`src/rtl/rv32i_pkg.sv`:
```
// Shared definitions for the RV32I register file write-back path.
package rv32i_pkg;

  localparam int REG_ADDR_W = 5;
  localparam int XLEN       = 32;
  localparam int NREGS      = 32;

  // Select for the write-port mux: which requester owns the port this cycle.
  typedef enum logic [1:0] {
    WB_NONE = 2'd0,
    WB_EX   = 2'd1,
    WB_LSU  = 2'd2
  } wb_src_t;

endpackage

```
`src/rtl/wb_scoreboard.sv`:
```
// Busy scoreboard for destination registers with loads in flight, plus the
// three-port hazard lookup used by decode. Register x0 is never busy.
module wb_scoreboard
  import rv32i_pkg::*;
#(
  parameter int NR = NREGS
) (
  input  logic                  clk_i,
  input  logic                  rst_n_i,
  input  logic                  set_en_i,
  input  logic [REG_ADDR_W-1:0] set_rd_i,
  input  logic                  clr_en_i,
  input  logic [REG_ADDR_W-1:0] clr_rd_i,
  input  logic [REG_ADDR_W-1:0] rs1_i,
  input  logic [REG_ADDR_W-1:0] rs2_i,
  input  logic [REG_ADDR_W-1:0] dec_rd_i,
  input  logic                  dec_we_i,
  output logic                  hazard_o
);

  logic [NR-1:0] busy_q;
  logic [NR-1:0] busy_d;

  // Bit 0 stays clear so x0 never stalls decode.
  assign busy_d[0] = 1'b0;

  // Per-register next state: a set in the same cycle as a clear wins, since
  // a newly issued load re-claims the register after the old one lands.
  genvar gi;
  generate
    for (gi = 1; gi < NR; gi++) begin : g_busy
      logic set_hit;
      logic clr_hit;
      assign set_hit    = set_en_i && (set_rd_i == REG_ADDR_W'(gi));
      assign clr_hit    = clr_en_i && (clr_rd_i == REG_ADDR_W'(gi));
      assign busy_d[gi] = set_hit | (busy_q[gi] & ~clr_hit);
    end
  endgenerate

  // Scoreboard flops; reset drops every in-flight load immediately.
  always_ff @(posedge clk_i or negedge rst_n_i) begin
    if (!rst_n_i) begin
      busy_q <= '0;
    end else begin
      busy_q <= busy_d;
    end
  end

  // RAW on either source, WAW on the destination when decode writes it.
  always_comb begin
    hazard_o = busy_q[rs1_i] | busy_q[rs2_i] | (dec_we_i & busy_q[dec_rd_i]);
  end

endmodule

```
`src/rtl/regfile_wb_ctrl.sv`:
```
// Write-back controller: arbitrates the register file's single write port
// between execute and the LSU (with LSU starvation protection) and tracks
// load destinations for decode hazard detection.
module regfile_wb_ctrl
  import rv32i_pkg::*;
#(
  parameter int XLEN       = 32,
  parameter int NREGS      = 32,
  parameter int STARVE_MAX = 4
) (
  input  logic                  clk_i,
  input  logic                  rst_n_i,
  input  logic                  ex_valid_i,
  input  logic [REG_ADDR_W-1:0] ex_rd_i,
  input  logic [XLEN-1:0]       ex_data_i,
  output logic                  ex_ready_o,
  input  logic                  lsu_valid_i,
  input  logic [REG_ADDR_W-1:0] lsu_rd_i,
  input  logic [XLEN-1:0]       lsu_data_i,
  output logic                  lsu_ready_o,
  input  logic                  issue_i,
  input  logic [REG_ADDR_W-1:0] issue_rd_i,
  input  logic [REG_ADDR_W-1:0] rs1_i,
  input  logic [REG_ADDR_W-1:0] rs2_i,
  input  logic [REG_ADDR_W-1:0] dec_rd_i,
  input  logic                  dec_we_i,
  output logic                  hazard_o,
  output logic                  reg_write_o,
  output logic [REG_ADDR_W-1:0] rd_o,
  output logic [XLEN-1:0]       write_data_o
);

  localparam int                CNT_W   = $clog2(STARVE_MAX + 1);
  localparam logic [CNT_W-1:0]  CNT_MAX = CNT_W'(STARVE_MAX);

  logic [CNT_W-1:0] wait_cnt_q;
  logic [CNT_W-1:0] wait_cnt_d;
  wb_src_t          grant;
  logic             lsu_forced;
  logic             sb_hazard;

  // Arbitration: execute wins ties until the LSU has been refused
  // STARVE_MAX cycles in a row, then the LSU takes the port.
  always_comb begin
    lsu_forced = lsu_valid_i && (wait_cnt_q == CNT_MAX);
    grant      = WB_NONE;
    if (rst_n_i) begin
      if (lsu_valid_i && (!ex_valid_i || lsu_forced)) begin
        grant = WB_LSU;
      end else if (ex_valid_i) begin
        grant = WB_EX;
      end
    end
    ex_ready_o  = rst_n_i && !lsu_forced;
    lsu_ready_o = rst_n_i && !(lsu_valid_i && (grant == WB_EX));
  end

  // Write-port mux; a grant to x0 completes the handshake without writing.
  always_comb begin
    rd_o         = '0;
    write_data_o = '0;
    case (grant)
      WB_EX: begin
        rd_o         = ex_rd_i;
        write_data_o = ex_data_i;
      end
      WB_LSU: begin
        rd_o         = lsu_rd_i;
        write_data_o = lsu_data_i;
      end
      default: ;
    endcase
    reg_write_o = (grant != WB_NONE) && (rd_o != '0);
  end

  // Starvation counter: counts consecutive refused LSU cycles, saturating.
  always_comb begin
    wait_cnt_d = wait_cnt_q;
    if (!lsu_valid_i || (grant == WB_LSU)) begin
      wait_cnt_d = '0;
    end else if (!lsu_ready_o && (wait_cnt_q != CNT_MAX)) begin
      wait_cnt_d = wait_cnt_q + 1'b1;
    end
  end

  // Counter register; cleared asynchronously with the scoreboard.
  always_ff @(posedge clk_i or negedge rst_n_i) begin
    if (!rst_n_i) begin
      wait_cnt_q <= '0;
    end else begin
      wait_cnt_q <= wait_cnt_d;
    end
  end

  wb_scoreboard #(
    .NR(NREGS)
  ) u_scoreboard (
    .clk_i    (clk_i),
    .rst_n_i  (rst_n_i),
    .set_en_i (issue_i && (issue_rd_i != '0)),
    .set_rd_i (issue_rd_i),
    .clr_en_i (grant == WB_LSU),
    .clr_rd_i (lsu_rd_i),
    .rs1_i    (rs1_i),
    .rs2_i    (rs2_i),
    .dec_rd_i (dec_rd_i),
    .dec_we_i (dec_we_i),
    .hazard_o (sb_hazard)
  );

  // Decode never sees a stall while the block is held in reset.
  always_comb begin
    hazard_o = rst_n_i && sb_hazard;
  end

endmodule

```
`config.mk`:
```
export PLATFORM = sky130hd
export DESIGN_NAME = regfile_wb_ctrl
export DESIGN_NICKNAME = d
export VERILOG_FILES = /design/src/rtl/rv32i_pkg.sv /design/src/rtl/wb_scoreboard.sv /design/src/rtl/regfile_wb_ctrl.sv
export SDC_FILE = /design/constraint.sdc
export NUM_CORES = 1
export LEC_CHECK = 0
export CAP_MARGIN = 30
export CORE_MARGIN = 2
export CORE_UTILIZATION = 37
export DETAILED_ROUTE_END_ITERATION = 12
export PLACE_DENSITY = 0.77
export REMOVE_ABC_BUFFERS = 1
export SYNTH_ARGS = -nofsm -noshare
export SYNTH_HDL_FRONTEND = slang
export SYNTH_SLANG_ARGS = --single-unit
```
`constraint.sdc`:
```
create_clock -name clk_i -period 2.05 [get_ports clk_i]
set_input_delay 0.3075 -clock clk_i [delete_from_list [all_inputs] [get_ports clk_i]]
set_output_delay 0.3075 -clock clk_i [all_outputs]
set_load 0.005 [all_outputs]
```
Yosys cells after proc, flatten, opt, wreduce, memory -nomap -nowiden --
Cells that the tools add are included.
Cells by class: order comparisons 3, bitwise operators 96, add/sub/neg operators 1, mux-type cells 13, equality and inequality tests 66, reduce and logical (&&, ||, !) cells 82
Operators with widths (count):
- $eq A5 B5 Y1 const B | 32
- $eq A5 B4 Y1 const B | 16
- $logic_and A1 B1 Y1 | 71
- $pmux W32 S2 | 1
- $eq A5 B3 Y1 const B | 8
- $or A1 B1 Y1 | 33
- $and A1 B1 Y1 | 32
- $not A1 Y1 | 31
- $eq A5 B2 Y1 const B | 4
- $lt A5 B6 Y1 const B | 3
- $bmux W1 S5 | 3
- $eq A5 B1 Y1 const B | 2
- $pmux W5 S2 | 1
- $reduce_bool A5 Y1 | 2
- $mux W3 | 2
- $logic_not A1 Y1 | 5
- $mux W1 | 4
- $mux W2 | 2
- $reduce_bool A2 Y1 | 2
- $add A3 B1 Y3 const B | 1
- $eq A3 B3 Y1 const B | 1
- $ne A3 B3 Y1 const B | 1
- $eq A2 B1 Y1 const B | 1
- $eq A2 B2 Y1 const B | 1
- $logic_or A1 B1 Y1 | 2
Word-level totals: word-level logic and storage cells 263, flip-flop bits (word level) 34, output and inout bits 41

Depth between registers and ports, before layout --
Gate-level depths: netlist of the first run.
word-level depth 14, gate-level depth with buffers 12

By module --
Synthesis of the first run repeated with hierarchy kept, for this count alone.
Unflattened totals: cells, all modules 333, area, all modules 2999.1 µm²
By module, submodules not included:
- wb_scoreboard | cells each 211, area an instance 2192.1 µm², sequential area each 775.7 µm², times used 1
- regfile_wb_ctrl | cells each 122, area an instance 807.0 µm², sequential area each 75.1 µm², times used 1

Worst setup path after synthesis of the first run --
Ideal clock, no wire load.
kind flip-flop to output port, start point register wait_cnt_q[0], end point output reg_write_o, stages on the path, launching flop included 13, arrival 1.978 ns, slack -0.235 ns, required time 1.742 ns, path through dfrtp_1 > inv_1 > ha_1 > a21bo_2 > nand3_1 > inv_1 > buf_2 > buf_2 > ha_1 > a22oi_1 > nor2_1 > nor2_1 > a21oi_1
On the way: longest elaborated chain between the ends 10
Ends and longest elaborated chain:
- start, declared | RTL line regfile_wb_ctrl.sv:36 | logic [CNT_W-1:0] wait_cnt_q;
- start signal, assigned | RTL line regfile_wb_ctrl.sv:91 | wait_cnt_q <= wait_cnt_d;
- $eq A3 B3 Y1 (*) | RTL line regfile_wb_ctrl.sv:45 | lsu_forced = lsu_valid_i && (wait_cnt_q == CNT_MAX);
- $logic_and A1 B1 Y1 (*) | RTL line regfile_wb_ctrl.sv:45
- $logic_or A1 B1 Y1 (*) | RTL line regfile_wb_ctrl.sv:48 | if (lsu_valid_i && (!ex_valid_i || lsu_forced)) begin
- $logic_and A1 B1 Y1 (*) | RTL line regfile_wb_ctrl.sv:48
- $mux W2 (*) | RTL line regfile_wb_ctrl.sv:48
- $mux W2 (*) | RTL line regfile_wb_ctrl.sv:47 | if (rst_n_i) begin
- $eq A2 B2 Y1 / $eq A2 B1 Y1 (equally long branches) | RTL line regfile_wb_ctrl.sv:62 | case (grant)
- $pmux W5 S2 (*) | RTL line regfile_wb_ctrl.sv:62
- named net rd_o[4] | RTL line regfile_wb_ctrl.sv:29 | output logic [REG_ADDR_W-1:0] rd_o,
- $reduce_bool A5 Y1 (*) | RTL line regfile_wb_ctrl.sv:73 | reg_write_o = (grant != WB_NONE) && (rd_o != '0);
- $logic_and A1 B1 Y1 (*) | RTL line regfile_wb_ctrl.sv:73
- end, declared | RTL line regfile_wb_ctrl.sv:28 | output logic reg_write_o,
The timed path passes the listed nets; every way through them passes the cells marked *.

Final worst setup path of the first run --
start point register wait_cnt_q[0], end point output reg_write_o
On the way: longest elaborated chain between the ends 10
Ends and longest elaborated chain (RTL line):
- $eq A3 B3 Y1 (*) | regfile_wb_ctrl.sv:45
- $logic_and A1 B1 Y1 (*) | regfile_wb_ctrl.sv:45
- $logic_or A1 B1 Y1 (*) | regfile_wb_ctrl.sv:48
- $logic_and A1 B1 Y1 (*) | regfile_wb_ctrl.sv:48
- $mux W2 (*) | regfile_wb_ctrl.sv:48
- $mux W2 (*) | regfile_wb_ctrl.sv:47
- $eq A2 B2 Y1 / $eq A2 B1 Y1 (equally long branches) | regfile_wb_ctrl.sv:62
- $pmux W5 S2 | regfile_wb_ctrl.sv:62
- $reduce_bool A5 Y1 | regfile_wb_ctrl.sv:73
- $logic_and A1 B1 Y1 (*) | regfile_wb_ctrl.sv:73
Every way passes the cells marked *; elsewhere a longest branch is shown, timed or not.

==> results of run 1 <==
-- report_power, final --
| part | switching [mW] | total (mW) | internal [mW] | leakage (nW) |
|---|---|---|---|---|
| Combinational | 0.574 | 1.40 | 0.822 | 1.75 |
| Clock | 0.251 | 0.590 | 0.339 | 0.0575 |
| Sequential | 0.160 | 0.982 | 0.823 | 0.401 |
| Total | 0.985 | 2.97 | 1.98 | 2.21 |
-- cells in the final DEF, fill, tap and decap left out, types with 11 or more instances in the layout --
cell                              Yosys  final
sky130_fd_sc_hd__buf_6                1     20
sky130_fd_sc_hd__o21ai_0             63     52
sky130_fd_sc_hd__a22oi_2              0     35
sky130_fd_sc_hd__mux2i_1             11     11
sky130_fd_sc_hd__buf_4                2     68
sky130_fd_sc_hd__clkdlybuf4s50_1      0     92
sky130_fd_sc_hd__buf_2                6     32
sky130_fd_sc_hd__nor2_2               0     12
sky130_fd_sc_hd__mux4_2              13     18
sky130_fd_sc_hd__dfrtp_1             34     33
sky130_fd_sc_hd__nor2_1              47     33
-- cells by family after synthesis --
family                     after synthesis  synth area share [%]
AOI/OAI and AO/OA                      117                  25.4
xor gates and xnor gates                 2                 0.613
adders and majority gates                4                  1.75
buffers and inverters                   28                  4.46
DFF                                     34                  29.8
muxes                                   31                  19.6
and+or+nand+nor                        106                  18.4
-- cells in the mapped netlist, types with 2 or more instances --
cell type / number / area share (%)
sky130_fd_sc_hd__or3_1: 7 / 1.5
sky130_fd_sc_hd__or3b_2: 2 / 0.61
sky130_fd_sc_hd__or2_2: 2 / 0.44
sky130_fd_sc_hd__nor3_1: 2 / 0.35
sky130_fd_sc_hd__a2111oi_0: 3 / 0.92
sky130_fd_sc_hd__buf_2: 6 / 1.1
sky130_fd_sc_hd__a311oi_1: 2 / 0.61
sky130_fd_sc_hd__inv_1: 6 / 0.79
sky130_fd_sc_hd__nand3_1: 11 / 1.9
sky130_fd_sc_hd__nand2b_1: 4 / 0.88
sky130_fd_sc_hd__o41ai_1: 2 / 0.61
sky130_fd_sc_hd__nor4_1: 2 / 0.44
sky130_fd_sc_hd__nand2_1: 10 / 1.3
sky130_fd_sc_hd__dfrtp_1: 34 / 30
sky130_fd_sc_hd__nor2b_1: 5 / 1.1
sky130_fd_sc_hd__clkbuf_1: 13 / 1.7
sky130_fd_sc_hd__a21oi_1: 3 / 0.53
sky130_fd_sc_hd__buf_4: 2 / 0.53
sky130_fd_sc_hd__nand4b_1: 2 / 0.61
sky130_fd_sc_hd__mux4_1: 5 / 4.6
sky130_fd_sc_hd__mux2i_1: 11 / 3.9
sky130_fd_sc_hd__nand3b_1: 6 / 1.6
sky130_fd_sc_hd__mux4_2: 13 / 10
sky130_fd_sc_hd__o21ai_0: 63 / 11
sky130_fd_sc_hd__ha_1: 4 / 1.8
sky130_fd_sc_hd__nor2_1: 47 / 6.2
sky130_fd_sc_hd__a22oi_1: 37 / 9.7
sky130_fd_sc_hd__nand4_1: 2 / 0.44
-- worst register-to-register path: cells and delay by family, from the launching register on --
kind,cells,cell delay (ns)
compound gates,3,0.40
buf+inv,6,0.72
simple gates,2,0.16
flops,1,0.37
fa+ha+maj,2,0.39
mux,1,0.17
-- flip-flops by register name (all words and copies together), names as in the netlist --
register             flops
u_scoreboard.busy_q     31
wait_cnt_q               3
-- layout make-up --
class                      count  area share [%]
timing repair buffer         233            38.4
clock buffer                   8            1.99
multi-input combinational    260            41.3
sequential                    34            15.4
inverter                       6           0.544
tap                          102            2.31
-- timing repair --
| action | in CTS | in global routing |
|---|---|---|
| endpoints found under the setup margin | 60 | 50 |
| endpoints found under the hold margin | 0 | 0 |
| gates resized for setup | 236 | 85 |
| setup buffers | 5 | 17 |
| gates cloned | 2 | 2 |
| pin swaps | 19 | 28 |
| hold buffers | 0 | 0 |
-- per-layer routing --
metal / vias to the layer above / share of wire, % / GRT usage [%]
met3: 50 / 7.6 / 6.90
met1: 1821 / 35 / 29.9
met2: 214 / 52 / 52.6
li1: 1679 / - / -
met4: 0 / 5.3 / 13.1
met5: - / 0 / 0
-- through the flow --
stage / hold WS [ns] / setup WS, ns / utilization (%) / area, um^2 / instances
after global routing: 0.409 / -0.521 / 72.6 / 5520 / 643
after global placement: 0.546 / -0.906 / 63.2 / 4810 / 613
final: 0.385 / -0.435 / 72.6 / 5520 / 643
after CTS: 0.358 / -0.389 / 67.8 / 5160 / 627
after floorplan: 0.0119 / -0.665 / - / 2750 / 300
after detailed placement: 0.559 / -1.00 / 63.2 / 4810 / 613
-- how the worst max path moves through the flow --
stage / slack, ns / from / end
4_1_cts: -0.39 / u_scoreboard.busy_q[7] / hazard_o
5_1_grt: -0.52 / wait_cnt_q[1] / reg_write_o
3_5_place_dp: -1.00 / rs2_i[1] / hazard_o
6_report: -0.43 / wait_cnt_q[0] / reg_write_o
3_3_place_gp: -0.91 / rs2_i[1] / hazard_o
2_1_floorplan: -0.67 / wait_cnt_q[0] / wait_cnt_q[2]
==> parameters.txt, run 1 <==
Parameter                              Value

Pwr
  Peak ir drop on the vdd network    0.303 mV
  Leakage power figure    2.21 nW
  Power Total    2.97 mW
  Pwr per Cell Area    538 nW/um^2

Floorplan
  Die height    91.9 um
  Row Count    32
  Die footprint    8450 um^2
  Core footprint    7610 um^2
  Boundary pin count    141
  Initial standard-cell utilization of the core    37.6%
  Die Wd    91.9 um

Routing
  Detailed-route vias per instance    5.85
  Count of unresolved DRC violations after routing    0
  Number of vias in the routed layout    3,764
  Total detailed-routing wirelength    13,000 um
  DRC violation total after the first TritonRoute iteration    259
  Average wire per standard cell    20.2 um
  Router iterations before antenna repair    7
  Count of antenna-violating nets left after detailed routing    0

Synth
  Average cell area after synthesis    8.88 um^2
  Post-synthesis async set-or-reset flop share    100%
  Mapped Cells    322
  Flip-flop and latch count after synthesis    34
  Register area share after synthesis    29.8%
  Number of warnings reported in the yosys synthesis log    0
  Number of enable-type register cells in the synthesized netlist    0
  Count of distinct cell types in the synthesized netlist    44
  Netlist Area Pre-Place    2860 um^2
  Top flip-flop cell by instance count after synthesis    sky130_fd_sc_hd__dfrtp_1

Timing
  Relative slew slack    69.7%
  Clock period minus worst slack    2.48 ns
  Achievable Freq    402 MHz
  Actual slew at the worst max-slew pin    0.454 ns
  # setup viols final    43
  Worst setup slack after layout    -0.435 ns
  Final slew viol count    0
  Final hold viol count    0
  Total negative slack for setup checks    -11.74 ns
  Setup repair after global routing missed its margin    yes
  Clock tree skew after final layout    0.00783 ns
  Tcrit/Tclk final    121%

Global route
  Number of antenna violations at the first check in global routing    0
  Wire length of the first global-routing pass    18,700 um
  Total grt overflow    0
  GRT Util Overall    28.3%
  Pin count of the biggest net entering global routing    37
  Number of global-route vias before repair    3,833

Placement
  Quantity of I/O buffers inserted on ports    140
  Post-DP HPWL    9230 um
  Placer congestion estimate    0.945

Setup path
  Number of buffers and inverters on the critical path    6
  Number of stages on the worst setup path    13
  Number of cell instances on the worst register-to-register path    14
  Max Fanout on Critical Path    4
  CP delay by family, top    buffers and inverters
  Cells traversed along the worst timing path    inv_2 > ha_4 > a21bo_4 > nand3_4 > buf_6 > inv_8 > buf_6 > a22oi_2 > nor2_2 > buf_4 > nor2_4 > a21oi_2 > buf_2
  Slowest stage cell on the critical path    sky130_fd_sc_hd__dfrtp_1
  Reg-to-reg startpoint    wait_cnt_q[0]
  Worst r2r dst    wait_cnt_q[1]
  Required time worst endpoint    1.74 ns
  Critical Path Sink Type    primary output
  Worst R2R Setup Slack    -0.26 ns
  Startpoint Class    flop
  Top cell by count, worst path    sky130_fd_sc_hd__buf_6
  Worst path max stage delay    0.37 ns
  Category of the critical setup timing path    reg2out
  Worst Path Arrival    2.18 ns

Clock tree
  CTS buffer count    5
  Worst-case clock buffer depth    2
  CTS H-tree lvls    2
  Clock-pin slew on the worst setup and hold paths    0.07 ns
  Worst skew pair latency    0.29 ns
  Clock sink count    34
  Clock tree from TritonCTS    built
  Clock root buffer master    sky130_fd_sc_hd__clkbuf_8

Finish
  Diodes inserted    0
  Total area of multi-input combinational cells    2280 um^2
  Post-synthesis to final-layout area growth    93.2%
  Layout net count    644
  Layout cell share with drive strength beyond 1    46.6%
  Number of inserted filler cells in the final layout    522
  Register area    852 um^2

Job
  Count of max-cap constraint violations    0

Status
  Violations in the final reports    setup timing
  Status    complete, but fails checks

Min path
  Class of the worst hold path    in2async
Note: power is estimated with default switching activity, not from simulation.
==> run 2, diff against run 1 <==
--- a/config.mk
+++ b/config.mk
@@ -9,5 +9,5 @@
 export CORE_MARGIN = 2
-export CORE_UTILIZATION = 37
+export CORE_UTILIZATION = 38
 export DETAILED_ROUTE_END_ITERATION = 12
-export PLACE_DENSITY = 0.77
+export PLACE_DENSITY = 0.78
 export REMOVE_ABC_BUFFERS = 1
@@ -15,2 +15,3 @@
 export SYNTH_HDL_FRONTEND = slang
+export SYNTH_HIERARCHICAL = 1
 export SYNTH_SLANG_ARGS = --single-unit
--- a/constraint.sdc
+++ b/constraint.sdc
@@ -3,2 +3,2 @@
 set_output_delay 0.3075 -clock clk_i [all_outputs]
-set_load 0.005 [all_outputs]
+set_load 0.1 [all_outputs]
==> run 2 against run 1 <==
Against the previous run: design area is 6.4% higher; hold slack about the same; the flow still finishes with violations (setup timing); largest power group unchanged; critical path type unchanged; critical path depth fell by 3; via count grew 1.9%; global-route usage is 0.66 points lower; flip-flop and latch count unchanged; maximum frequency decreased by 3.0%; register-to-register slack gained 0.09 ns.
==> parameters.txt, run 2 <==
Parameter                              Value

Floorplan
  Row Count    32 (unchanged)
  Die height    92.8 um (+1.0%)
  Initial standard-cell utilization of the core    39.0% (+1.4 points)
  Die footprint    8620 um^2 (+2.0%)
  Boundary pin count    141 (unchanged)
  Core footprint    7690 um^2 (+1.1%)
  Die Wd    92.8 um (+1.0%)

Synth
  Area share of xor/xnor cells in the synthesized design    0% (-0.61 points)
  Synth top area cells    sky130_fd_sc_hd__dfrtp_1, sky130_fd_sc_hd__o21ai_0, sky130_fd_sc_hd__a22oi_1
  Largest family of logic cells by synthesized area    compound AO/OA/AOI/OAI gates
  Post-Synth Adder-Cell Area    2.09% (+0.34 points)
  Netlist Area Pre-Place    3000 um^2 (+4.9%)
  Number of warnings reported in the yosys synthesis log    6 (+6)
  Library cell occupying the most area in the post-synthesis netlist    sky130_fd_sc_hd__dfrtp_1
  Share of Yosys cell area claimed by the top area cell type    28.4% (-1.4 points)
  Average cell area after synthesis    9.01 um^2 (+1.4%)
  Most numerous cell types in the synthesized netlist    sky130_fd_sc_hd__o21ai_0, sky130_fd_sc_hd__nor2_1, sky130_fd_sc_hd__a22oi_1, sky130_fd_sc_hd__dfrtp_1, sky130_fd_sc_hd__mux2i_1
  Multiplexer share of the synthesized area    20.1% (+0.46 points)
  Synthesized-area fraction occupied by ao, oa, aoi and oai cells    25.8% (+0.36 points)
  Register area share after synthesis    28.4% (-1.4 points)
  Area fraction in and, or, nand and nor cells after synthesis    19.2% (+0.85 points)
  Count of distinct cell types in the synthesized netlist    44 (unchanged)
  Flip-flop and latch count after synthesis    34 (unchanged)
  Post-synthesis async set-or-reset flop share    100% (unchanged)
  Top flip-flop cell by instance count after synthesis    sky130_fd_sc_hd__dfrtp_1
  Number of enable-type register cells in the synthesized netlist    0 (unchanged)
  Most common cell in the netlist    sky130_fd_sc_hd__o21ai_0
  Mapped Cells    333 (+3.4%)

Global route
  Total grt overflow    0 (unchanged)
  GRT Util Overall    27.6% (-0.66 points)
  Number of antenna violations at the first check in global routing    0 (unchanged)
  Pin count of the biggest net entering global routing    38 (+2.7%)
  Number of global-route vias before repair    3,767 (-1.7%)
  Wire length of the first global-routing pass    18,900 um (+0.77%)

Setup path
  Critical Path Sink Type    primary output
  Max Fanout on Critical Path    7 (+3)
  Required time worst endpoint    1.74 ns (about the same)
  Slowest stage cell on the critical path    sky130_fd_sc_hd__dfrtp_1
  Worst R2R Setup Slack    -0.17 ns (+0.09 ns)
  Startpoint Class    flop
  Worst path max stage delay    0.39 ns (+0.02 ns)
  Number of cell instances on the worst register-to-register path    13 (-1)
  Worst r2r dst    u_scoreboard/busy_q[8]
  Reg-to-reg startpoint    wait_cnt_q[0]
  Category of the critical setup timing path    reg2out
  Cells traversed along the worst timing path    inv_2 > ha_4 > nand2_2 > nand2_2 > nand3_1 > ha_4 > a22oi_2 > a41oi_2 > o21ba_4 > buf_12
  Worst Path Arrival    2.25 ns (+0.07 ns)

Clock tree
  CTS H-tree lvls    2 (unchanged)
  Worst-case clock buffer depth    2 (unchanged)
  Clock root buffer master    sky130_fd_sc_hd__clkbuf_8
  Clock sink count    34 (unchanged)
  CTS buffer count    5 (unchanged)
  Clock-pin slew on the worst setup and hold paths    0.07 ns (about the same)
  Clock tree from TritonCTS    built
  Post-cts hold buffer count    0 (unchanged)
  Worst skew pair latency    0.29 ns (about the same)

Timing
  Clock tree skew after final layout    0.00238 ns (-0.00545 ns)
  Final slew viol count    0 (unchanged)
  Hold_ws    0.385 ns (+0.000219 ns)
  Tcrit/Tclk final    125% (+3.8 points)
  Relative slew slack    69.1% (-0.60 points)
  Total negative slack for setup checks    -17.24 ns (-5.49 ns)
  Achievable Freq    390 MHz (-3.0%)
  Clock period minus worst slack    2.56 ns (+0.0773 ns)
  Actual slew at the worst max-slew pin    0.463 ns (+0.00906 ns)
  Setup repair after global routing missed its margin    yes
  Worst setup slack after layout    -0.512 ns (-0.0773 ns)
  # setup viols final    66 (+53%)
  Final hold viol count    0 (unchanged)

Finish
  Largest registers    u_scoreboard/busy_q (31), wait_cnt_q (3)
  Commonest non-fill, non-tap cells in the layout    sky130_fd_sc_hd__clkdlybuf4s50_1, sky130_fd_sc_hd__buf_4, sky130_fd_sc_hd__o21ai_1
  Register with the most flip-flops    u_scoreboard/busy_q
  Layout cell share with drive strength beyond 1    38.3% (-8.3 points)
  Post-layout instance area    5880 um^2 (+6.4%)
  Diodes inserted    0 (unchanged)
  Final core utilization    76.5% (+3.9 points)
  Post-synthesis to final-layout area growth    96.0%
  Layout net count    645 (+0.16%)
  Max FFs per register    31 (unchanged)
  Number of inserted filler cells in the final layout    499 (-4.4%)
  Most frequent standard cell in the layout excluding fill and tap cells    sky130_fd_sc_hd__clkdlybuf4s50_1

Routing
  Count of antenna-violating nets left after detailed routing    0 (unchanged)
  Number of vias in the routed layout    3,836 (+1.9%)
  Count of unresolved DRC violations after routing    0 (unchanged)
  DRC violation total after the first TritonRoute iteration    363 (+40%)
  Detailed-route vias per instance    5.97 (+1.9%)
  Router iterations before antenna repair    5 (-2)
  Average wire per standard cell    20.0 um (-0.83%)
  Total detailed-routing wirelength    12,900 um (-0.83%)

Pwr
  Peak ir drop on the vdd network    0.286 mV (-5.5%)
  Pwr per Cell Area    542 nW/um^2 (+0.88%)
  Leakage power figure    2.28 nW (+2.8%)

Placement
  Post-DP HPWL    9410 um (+2.0%)
  Worst setup slack after placement    -0.823 ns (+0.179 ns)
  Quantity of I/O buffers inserted on ports    140 (unchanged)
  Placed Instance Area    5350 um^2 (+11%)
  Placer congestion estimate    0.887 (-6.1%)

Min path
  Class of the worst hold path    in2async

Job
  Count of max-cap constraint violations    0 (unchanged)

Status
  Violations in the final reports    setup timing
  Status    complete, but fails checks
[run 2: power by group]
part	switching [mW]	internal (mW)	leakage, nW
sequential	0.173	0.823	0.402
combinational	0.789	0.875	1.83
clock	0.257	0.270	0.0472
total	1.22	1.97	2.28
[run 2: per-stage QoR]
stage,instances,power [mW]
2_1_floorplan,313,1.65
3_3_place_gp,623,2.41
3_5_place_dp,623,2.46
4_1_cts,636,3.05
5_1_grt,643,3.31
6_report,643,3.19
[run 2: cells by family (layout without fill, tap and decap cells)]
logic type                 Yosys count  in the layout
adders and majority gates            5              5
buffers and inverters               26            234
and+or+nand+nor                    111            111
DFF                                 34             34
AOI/OAI and AO/OA                  121            121
muxes                               36             36
[run 2: area by class of cell]
type / count / area [um^2] / share of cell area [%]
Multi-Input combinational cell: 273 / 2280 / 38.7
Clock buffer: 6 / 82.6 / 1.40
Inverter: 6 / 25.0 / 0.426
Sequential cell: 34 / 851 / 14.5
Clock inverter: 2 / 12.5 / 0.213
Tap cell: 102 / 128 / 2.17
Timing Repair Buffer: 220 / 2500 / 42.6
[run 2: per-layer routing]
metal	wire, um	track usage, %	vias up	share of wire (%)
li1	-	-	1704	-
met1	4540	30.0	1848	35
met2	6840	52.7	240	53
met3	992	5.21	44	7.7
met4	490	10.2	0	3.8
met5	0	0	-	0
[run 2: what timing repair did]
action                     CTS  global route
pin swaps                   37            39
resized for setup           96            61
setup endpoints to repair   71            74
buffers inserted             7            11
gates cloned                 1             0
[run 2: how the worst max path moves through the flow]
stage	from	endpoint	slack, ns	cells after the start
finish	wait_cnt_q[0]	reg_write_o	-0.51	10
global route	wait_cnt_q[0]	reg_write_o	-0.60	10
CTS	wait_cnt_q[1]	reg_write_o	-0.53	11
detailed placement	rs2_i[1]	hazard_o	-0.82	9
global placement	rs2_i[1]	hazard_o	-0.75	9
floorplan	wait_cnt_q[0]	reg_write_o	-2.55	9
[run 2: worst max-delay path, delay by kind of cell, from the launching register on]
family                   cells  cell delay (ns)
AO/OA/AOI/OAI                3             0.62
adder cells (fa/ha/maj)      2             0.41
buffers and inverters        2             0.23
flip-flops                   1             0.39
AND/OR/NAND/NOR              3             0.30
==> run 3, diff against run 2 <==
Settings changed: CORE_MARGIN 2 to unset.
==> run 3 against run 2 <==
Against the previous run: largest power group unchanged; critical path depth grew 1; wire length rose by 8.1%; final cell count up 0.47%; non-clock buffer count grew 3; the run still ends with setup timing left; sequential power is 1% lower; worst setup slack got worse by 0.11 ns; critical endpoint unchanged; flip-flop and latch count stayed put; clock-buffer cell count rose by 2.
==> parameters.txt, run 3 (synthesis gave the netlist of run 2 again) <==
Parameter                              Value

Floorplan
  Die height    90.8 um (-2.2%)
  Die footprint    8250 um^2 (-4.3%)
  Row Count    32 (unchanged)
  Core footprint    7690 um^2 (unchanged)
  Die Wd    90.8 um (-2.2%)
  Boundary pin count    141 (unchanged)
  Initial standard-cell utilization of the core    39.0% (unchanged)

Finish
  Max FFs per register    31 (unchanged)
  Final cell count without fillers    646 (+0.47%)
  Final core utilization    78.8% (+2.3 points)
  Largest registers    u_scoreboard/busy_q (31), wait_cnt_q (3)
  Layout cell share with drive strength beyond 1    42.8% (+4.6 points)
  Layout net count    648 (+0.47%)
  Commonest non-fill, non-tap cells in the layout    sky130_fd_sc_hd__clkdlybuf4s50_1, sky130_fd_sc_hd__buf_4, sky130_fd_sc_hd__o21ai_1
  Post-layout instance area    6060 um^2 (+3.1%)
  Post-synthesis to final-layout area growth    102%
  Register with the most flip-flops    u_scoreboard/busy_q
  Diodes inserted    0 (unchanged)
  Most frequent standard cell in the layout excluding fill and tap cells    sky130_fd_sc_hd__clkdlybuf4s50_1

Global route
  Met2 layer usage reported by global route    57.3% (+4.6 points)
  Met3 capacity usage during global routing    4.38% (-0.83 points)
  Pin count of the biggest net entering global routing    36 (-5.3%)
  Met1 track demand over resource    30.6% (+0.68 points)
  GRT Util Overall    29.2% (+1.6 points)
  Total grt overflow    0 (unchanged)
  Number of global-route vias before repair    3,725 (-1.1%)
  Number of antenna violations at the first check in global routing    0 (unchanged)
  Wire length of the first global-routing pass    18,800 um (-0.44%)
  Most used routing layer    met2

Setup path
  Startpoint Class    flop
  Category of the critical setup timing path    reg2out
  Slowest stage cell on the critical path    sky130_fd_sc_hd__dfrtp_1
  Required time worst endpoint    1.74 ns (about the same)
  Cells traversed along the worst timing path    inv_2 > ha_4 > nand3_2 > and3_4 > inv_2 > ha_4 > buf_12 > a22oi_2 > a41oi_2 > o21ba_4 > buf_12
  Reg-to-reg startpoint    wait_cnt_q[1]
  Number of cell instances on the worst register-to-register path    14 (+1)
  Worst path max stage delay    0.38 ns (about the same)
  Max Fanout on Critical Path    9 (+2)
  Worst R2R Setup Slack    -0.36 ns (-0.19 ns)
  Worst Path Arrival    2.36 ns (+0.11 ns)
  Critical Path Sink Type    primary output
  Worst r2r dst    u_scoreboard/busy_q[11]

Timing
  # setup viols final    74 (+12%)
  Hold_ws    0.304 ns (-0.0812 ns)
  Worst setup slack after layout    -0.619 ns (-0.107 ns)
  Achievable Freq    375 MHz (-4.0%)
  Final hold viol count    0 (unchanged)
  Actual slew at the worst max-slew pin    0.447 ns (-0.0160 ns)
  Clock tree skew after final layout    0.00770 ns (+0.00532 ns)
  Setup repair after global routing missed its margin    yes
  Clock period minus worst slack    2.67 ns (+0.107 ns)
  Relative slew slack    70.2% (+1.1 points)
  Tcrit/Tclk final    130% (+5.2 points)
  Final slew viol count    0 (unchanged)

Placement
  Cell count after placement    626 (+0.48%)
  Post-DP HPWL    9690 um (+2.9%)
  Placed Instance Area    5400 um^2 (+0.89%)
  Placer congestion estimate    0.934 (+5.3%)
  Quantity of I/O buffers inserted on ports    140 (unchanged)

Status
  Status    complete, but fails checks
  Violations in the final reports    setup timing

Routing
  Number of vias in the routed layout    3,887 (+1.3%)
  Detailed-route vias per instance    6.02 (+0.86%)
  Count of antenna-violating nets left after detailed routing    0 (unchanged)
  Router iterations before antenna repair    5 (unchanged)
  Total detailed-routing wirelength    13,900 um (+8.1%)
  Average wire per standard cell    21.5 um (+7.6%)
  Count of unresolved DRC violations after routing    0 (unchanged)
  DRC violation total after the first TritonRoute iteration    291 (-20%)

Clock tree
  CTS H-tree lvls    2 (unchanged)
  Clock root buffer master    sky130_fd_sc_hd__clkbuf_8
  Post-cts hold buffer count    0 (unchanged)
  CTS buffer count    5 (unchanged)
  Clock sink count    34 (unchanged)
  Worst skew pair latency    0.29 ns (about the same)
  Clock tree from TritonCTS    built
  Clock-pin slew on the worst setup and hold paths    0.07 ns (about the same)
  Worst-case clock buffer depth    2 (unchanged)

Pwr
  Power Total    3.29 mW (+3.3%)
  Peak ir drop on the vdd network    0.310 mV (+8.3%)
  Pwr per Cell Area    543 nW/um^2 (+0.21%)
  Leakage power figure    2.32 nW (+1.7%)

Job
  Count of max-cap constraint violations    0 (unchanged)

Min path
  Class of the worst hold path    in2async
[run 3: how the worst max path moves through the flow]
| stage | slack [ns] | endpoint | depth (start not counted) | startpoint |
|---|---|---|---|---|
| final | -0.62 | reg_write_o | 11 | wait_cnt_q[1] |
| after global routing | -0.68 | reg_write_o | 11 | wait_cnt_q[1] |
| after CTS | -0.55 | reg_write_o | 11 | wait_cnt_q[1] |
| after detailed placement | -0.79 | hazard_o | 7 | rs1_i[0] |
| after global placement | -0.74 | hazard_o | 8 | rs2_i[1] |
| after floorplan | -2.55 | reg_write_o | 9 | wait_cnt_q[0] |
[run 3: metal layers]
layer | share of wire, % | routed length, um
met1 | 34 | 4690
met2 | 54 | 7530
met3 | 6.6 | 915
met4 | 5.4 | 756
met5 | 0 | 0
[run 3: cell type report]
class,count,area [um^2]
inverters,6,22.5
well taps,102,128
multi-input cells,273,2380
repair buffers,223,2570
clock buffers,8,110
fillers,451,1630
flip-flops and latches,34,851
[run 3: where the power goes]
part,internal (mW),total (mW),switching (mW)
sequential,0.824,0.987,0.163
combinational,0.906,1.73,0.826
clock,0.339,0.574,0.235
total,2.07,3.29,1.22
[run 3: worst max-delay path: cells and delay by family, from the launching register on]
family                     cells  cell delay (ns)
AOI/OAI and AO/OA              3             0.68
buffers and inverters          4             0.42
DFF                            1             0.38
adders and majority gates      2             0.35
and+or+nand+nor                2             0.25
[run 3: repair_timing]
action	in CTS	in global routing
hold endpoints to repair	0	0
pin swaps	17	43
endpoints found under the setup margin	74	74
buffers inserted	4	7
gates cloned	0	3
gates resized for setup	77	105
[run 3: stage by stage]
| step | setup TNS (ns) | worst slack [ns] |
|---|---|---|
| after global placement | -32.30 | -0.744 |
| final | -27.40 | -0.619 |
| after detailed placement | -36.15 | -0.789 |
| after CTS | -18.43 | -0.548 |
| after global routing | -32.40 | -0.683 |
| after floorplan | -79.47 | -2.55 |
